--- config.mk ---
export PLATFORM = sky130hd
export DESIGN_NAME = gpu_int_ctrl
export DESIGN_NICKNAME = d
export VERILOG_FILES = /design/src/rtl/gpu_int_pkg.sv /design/src/rtl/gpu_irq_prio_enc.sv /design/src/rtl/gpu_int_ctrl.sv
export SDC_FILE = /design/constraint.sdc
export NUM_CORES = 1
export LEC_CHECK = 0
export ABC_AREA = 1
export BUFFER_PORTS_ARGS = -buffer_cell sky130_fd_sc_hd__buf_2
export CAP_MARGIN = 20
export CORE_MARGIN = 2
export CORE_UTILIZATION = 41
export CTS_CLUSTER_DIAMETER = 200
export DETAILED_ROUTE_END_ITERATION = 8
export GPL_TIMING_DRIVEN = 0
export PLACE_DENSITY = 0.76
export SETUP_SLACK_MARGIN = 0.4
export SLEW_MARGIN = 30
export SYNTH_ARGS = -nofsm -noshare
export SYNTH_HDL_FRONTEND = slang
export SYNTH_SLANG_ARGS = --single-unit
--- constraint.sdc ---
create_clock -name clk -period 1.3 [get_ports clk]
set_input_delay 0.13 -clock clk [delete_from_list [all_inputs] [get_ports clk]]
set_output_delay 0.13 -clock clk [all_outputs]
set_load 0.03 [all_outputs]
--- src/rtl/gpu_int_pkg.sv ---
// Shared constants for the GPU interrupt controller: G_FLAGS field positions, source indices, FSM states.
package gpu_int_pkg;
    localparam int NUM_IRQ   = 5;
    localparam int FLAG_W    = 32;
    localparam int IMASK_BIT = 3;
    localparam int ENA_LSB   = 4;
    localparam int CLR_LSB   = 9;

    localparam int IRQ_CPU  = 0;
    localparam int IRQ_DSP  = 1;
    localparam int IRQ_PIT  = 2;
    localparam int IRQ_OP   = 3;
    localparam int IRQ_BLIT = 4;

    typedef enum logic {IDLE = 1'b0, REQ = 1'b1} int_state_t;
endpackage

--- src/rtl/gpu_irq_prio_enc.sv ---
// Combinational highest-index-wins priority encoder with a valid flag.
module gpu_irq_prio_enc #(
    parameter int N = 5
) (
    input  logic [N-1:0] req,
    output logic [2:0]   vec,
    output logic         valid
);
    always_comb begin
        vec   = 3'd0;
        valid = 1'b0;
        for (int i = 0; i < N; i++) begin
            if (req[i]) begin
                vec   = 3'(i);
                valid = 1'b1;
            end
        end
    end
endmodule

--- src/rtl/gpu_int_ctrl.sv ---
// GPU interrupt controller: edge latch, enables/IMASK, prioritised request to the sequencer.
// Optional sticky overrun flags are built when GPU_INT_OVERRUN_EN is defined.
module gpu_int_ctrl
    import gpu_int_pkg::*;
#(
    parameter int NUM_IRQ = gpu_int_pkg::NUM_IRQ,
    parameter int FLAG_W  = gpu_int_pkg::FLAG_W
) (
    input  logic               clk,
    input  logic               reset,
    input  logic [NUM_IRQ-1:0] irq_in,
    input  logic               go,
    input  logic               flagwr,
    input  logic [FLAG_W-1:0]  gpu_din,
    input  logic               int_ack,
    output logic               int_req,
    output logic [2:0]         int_vec,
    output logic               imask,
    output logic [NUM_IRQ-1:0] int_ena,
    output logic [NUM_IRQ-1:0] int_lat,
    output logic [NUM_IRQ-1:0] overrun
);
    int_state_t         state;
    logic [NUM_IRQ-1:0] irq_q, edge_det, lat_set, clr_sw, clr_ack, pending;
    logic [2:0]         enc_vec;
    logic               enc_valid, ack_fire;
    logic               unused_din;

    assign unused_din = ^{gpu_din[FLAG_W-1:CLR_LSB+NUM_IRQ], gpu_din[IMASK_BIT-1:0]};

    assign edge_det = irq_in & ~irq_q;
    // Registered enable gates latching, so an enable written alongside an edge uses the old value.
    assign lat_set  = edge_det & int_ena;
    assign clr_sw   = flagwr ? gpu_din[CLR_LSB +: NUM_IRQ] : '0;
    assign ack_fire = (state == REQ) && int_ack;
    assign clr_ack  = ack_fire ? (NUM_IRQ'(1) << int_vec) : '0;
    assign pending  = int_lat & int_ena;

    gpu_irq_prio_enc #(.N(NUM_IRQ)) u_enc (
        .req   (pending),
        .vec   (enc_vec),
        .valid (enc_valid)
    );

    always_ff @(posedge clk) begin
        if (reset) begin
            irq_q   <= '0;
            int_ena <= '0;
            int_lat <= '0;
            imask   <= 1'b0;
        end else begin
            irq_q   <= irq_in;
            int_lat <= (int_lat & ~(clr_sw | clr_ack)) | lat_set;
            if (flagwr)
                int_ena <= gpu_din[ENA_LSB +: NUM_IRQ];
            // Software may only clear IMASK; an ack in the same cycle keeps it set.
            if (ack_fire)
                imask <= 1'b1;
            else if (flagwr && !gpu_din[IMASK_BIT])
                imask <= 1'b0;
        end
    end

    always_ff @(posedge clk) begin
        if (reset) begin
            state   <= IDLE;
            int_req <= 1'b0;
            int_vec <= 3'd0;
        end else begin
            case (state)
                IDLE: if (go && !imask && enc_valid) begin
                    state   <= REQ;
                    int_req <= 1'b1;
                    int_vec <= enc_vec;
                end
                REQ: if (int_ack || !go || !pending[int_vec]) begin
                    state   <= IDLE;
                    int_req <= 1'b0;
                end
                default: begin
                    state   <= IDLE;
                    int_req <= 1'b0;
                end
            endcase
        end
    end

`ifdef GPU_INT_OVERRUN_EN
    logic [NUM_IRQ-1:0] ovr_q;
    always_ff @(posedge clk) begin
        if (reset)
            ovr_q <= '0;
        else
            ovr_q <= (ovr_q & ~clr_sw) | (lat_set & int_lat & ~(clr_sw | clr_ack));
    end
    assign overrun = ovr_q;
`else
    assign overrun = '0;
`endif
endmodule

==> parameters.txt <==
Parameter                              Value

Drt
  1st-pass router iterations ... 4
  Number of design rule violations left after detail routing ... 0
  Remaining antenna violation count ... 0
  Via total after detailed routing ... 1000
  Wire length after detailed routing ... 2415 um
  Per-cell routed wire length ... 11.45 um
  Number of DRC markers after the initial detailed-route iteration ... 16
  Vias/cell ... 4.739

Worst hold path
  Number of cells on the worst hold path ... 3
  Hold EP ... irq_q[1]
  Hold path startpoint ... irq_in[1]
  Class of the tightest hold or removal check ... input port to flop

Logic synthesis
  EDFF count, synth ... 0
  Synthesis Warnings ... 0
  Instance count of the mapped netlist ... 136
  Flop and latch count out of synthesis ... 21
  Seq/Total Area, Yosys ... 44.21%
  Most used flip-flop cell after synthesis ... dfxtp_1
  Synthesized area ... 950.9 sq um
  Syn avg cell area ... 6.992 sq um
  Number of distinct library cells after synthesis ... 24
  Share of async-settable or async-resettable flops after synthesis ... 0%

Timing
  Crit path setup slack, layout ... 0.2537 ns
  Slew Limit Fails ... 0
  Fmax ... 0.9558 GHz
  Setup Total Neg Slack ... 0 ns
  Number of setup violations in the final report ... 0
  Share of the clock period used by the worst path after layout ... 80.48%
  RSZ-0062 raised after global routing ... true
  Worst clock skew ... 0.002100 ns
  Final hold vios ... 0
  Final Critical Period ... 1.046 ns

Clock tree
  Sinks on Clock Net ... 21
  Clock tree from TritonCTS ... yes
  Clock transition time at the flip-flop clock pins of the worst setup and hold paths ... 0.12 ns
  Clk buf depth ... 2
  Number of levels in the clock H-tree ... 1
  Num CTS Buffers ... 3
  Skew-Pair Late Insertion Delay ... 0.30 ns
  Cell at the root of the clock tree ... clkbuf_4

Final layout
  Number of inserted diodes ... 0
  Total number of nets in the final design ... 226
  Area growth from synthesis to layout ... 53.82%
  Most frequent standard cell in the layout excluding fill and tap cells ... nand2_1
  Number of filler instances in the final layout ... 198
  Top library cells by usage in the layout, fill and taps aside ... nand2_1 (24), buf_2 (20), nor2_1 (16)
  Proportion of layout cells with a drive suffix above 1 ... 48.63%

Power
  Worst VDD drop ... 0.6510 mV
  Power density over cell area ... 864.9 nW/um^2
  Reported leakage power ... 0.7235 nW
  Power Total ... 1.265 mW

Global routing
  Number of antenna violations at the first check in global routing ... 0
  Number of global-route vias before repair ... 981
  Total gr overflow ... 0
  First-pass GRT wire length ... 4098 um
  Maximum number of pins on one net before global-route repair ... 13
  Gr usage total ... 20.22%

Floorplanning
  Total core area ... 2212 sq um
  Rows ... 17
  Ports placed on the boundary ... 62
  Die H ... 52.16 um
  Horizontal die dimension ... 52.16 um
  Floorplan die area ... 2721 sq um
  Initial cell density of the core ... 42.99%

Placement
  IO Port Bufs ... 34
  Pre-CTS WS ... 0.2610 ns
  DP HPWL ... 1780 um
  Global placer's final weighted congestion ... 0.8591

Critical path
  Start-to-end type of the worst setup path ... flop to flop
  Worst EP arrival ... 1.25 ns
  Longest individual stage delay on the worst path ... 0.40 ns
  Kind of launch point of the worst setup path ... flop
  Cell Chain, Critical Path ... nor2_4, nand2_1, nand2_1, nor2_2, nand2_1, nand2_2, nand2_1, a21oi_1
  Depth of the worst register-to-register path ... 8
  Reg-to-reg slack, setup ... 0.25 ns
  Capture instance of the worst register-to-register path ... int_req
  Largest fanout on the critical path ... 7
  Start point of the critical path ... int_vec[1]
  Cell repeated most along the worst path ... nand2_1
  Crit-path slowest cell ... dfxtp_4
  Sort of element at the end of the critical path ... flop
  Worst endpoint required time ... 1.50 ns
  Worst r2r src ... int_vec[1]

Status
  Status ... complete, no violations

Flow run
  Max-cap violation count ... 0
-- sequential cells by signal (all words and copies together), names as in the netlist --
name and cells:
state 1, int_vec 3, irq_q 5, int_req 1, int_lat 5, int_ena 5
imask 1
-- synth_stat cells (all sizes together), types with 3 or more instances --
cell    n  share of area (%)
nand2  33                 13
dfxtp  21                 44
nor2   19                8.3
inv    18                7.1
a21oi  11                6.2
nand3   8                4.7
o21ai   8                4.6
buf     6                4.5
nor3    4                2.6
a31oi   3                2.0
-- kinds of logic (layout without fill, tap and decap cells) --
| logic type | count (synthesis) | after routing | synth area share (%) |
|---|---|---|---|
| and+or+nand+nor | 66 | 66 | 30.26 |
| buffers and inverters | 26 | 69 | 12.37 |
| AOI/OAI and AO/OA | 22 | 22 | 12.76 |
| DFF | 21 | 21 | 44.21 |
| other | 1 | 5 | 0.3944 |
-- report_power, final --
group | internal (mW) | switching [mW] | leakage, nW
Combinational | 0.110 | 0.147 | 0.522
Sequential | 0.659 | 0.0340 | 0.183
Clock | 0.115 | 0.201 | 0.0177
-- what timing repair did --
| item | 4_1_cts | 5_1_grt |
|---|---|---|
| endpoints found under the setup margin | 25 | 25 |
| buffers inserted | 3 | 2 |
| gates cloned | 0 | 0 |
| gates resized for setup | 42 | 1 |
| pin swaps | 7 | 0 |
| hold buffers | 0 | 0 |
-- metrics by stage --
stage | hold WS, ns | util [%] | cells | cell area [sq um]
after CTS | 0.03329 | 65.27 | 209 | 1444
after floorplan | 0.2546 | - | 140 | 1052
after global routing | 0.03826 | 66.12 | 211 | 1463
final | 0.04300 | 66.12 | 211 | 1463
after detailed placement | 0.3536 | 56.84 | 202 | 1257
after global placement | 0.3417 | 56.84 | 202 | 1257
-- metal layers --
layer / track usage, % / vias to the layer above / routed length (um)
li1: - / 512 / -
met1: 23.79 / 457 / 987
met2: 36.92 / 29 / 1283
met3: 3.448 / 2 / 128
met4: 6.410 / 0 / 16
met5: 0 / - / 0
-- worst max path at each step --
| stage | slack, ns | endpoint |
|---|---|---|
| 2_1_floorplan | 0.31 | int_req |
| 3_3_place_gp | 0.26 | int_lat[2] |
| 3_5_place_dp | 0.26 | int_lat[2] |
| 4_1_cts | 0.26 | state |
| 5_1_grt | 0.16 | state |
| 6_report | 0.25 | int_req |
-- worst max-delay path, delay by kind of cell (launching register included) --
kind             cells  cell delay (ns)
flip-flops           1             0.40
AND/OR/NAND/NOR      7             0.50
AO/OA/AOI/OAI        1             0.06
-- final cells by class --
| type | instances | area (sq um) | area share (%) |
|---|---|---|---|
| timing repair buffer | 39 | 294.0 | 20.10 |
| clock buffer | 3 | 22.52 | 1.540 |
| buffer | 7 | 46.29 | 3.165 |
| clock inverter | 1 | 5.005 | 0.3422 |
| sequential | 21 | 475.5 | 32.51 |
| tap | 28 | 35.03 | 2.395 |
| inverter | 19 | 72.57 | 4.962 |
| multi-input combinational | 93 | 511.7 | 34.99 |
(Power assumes the default switching activity.)
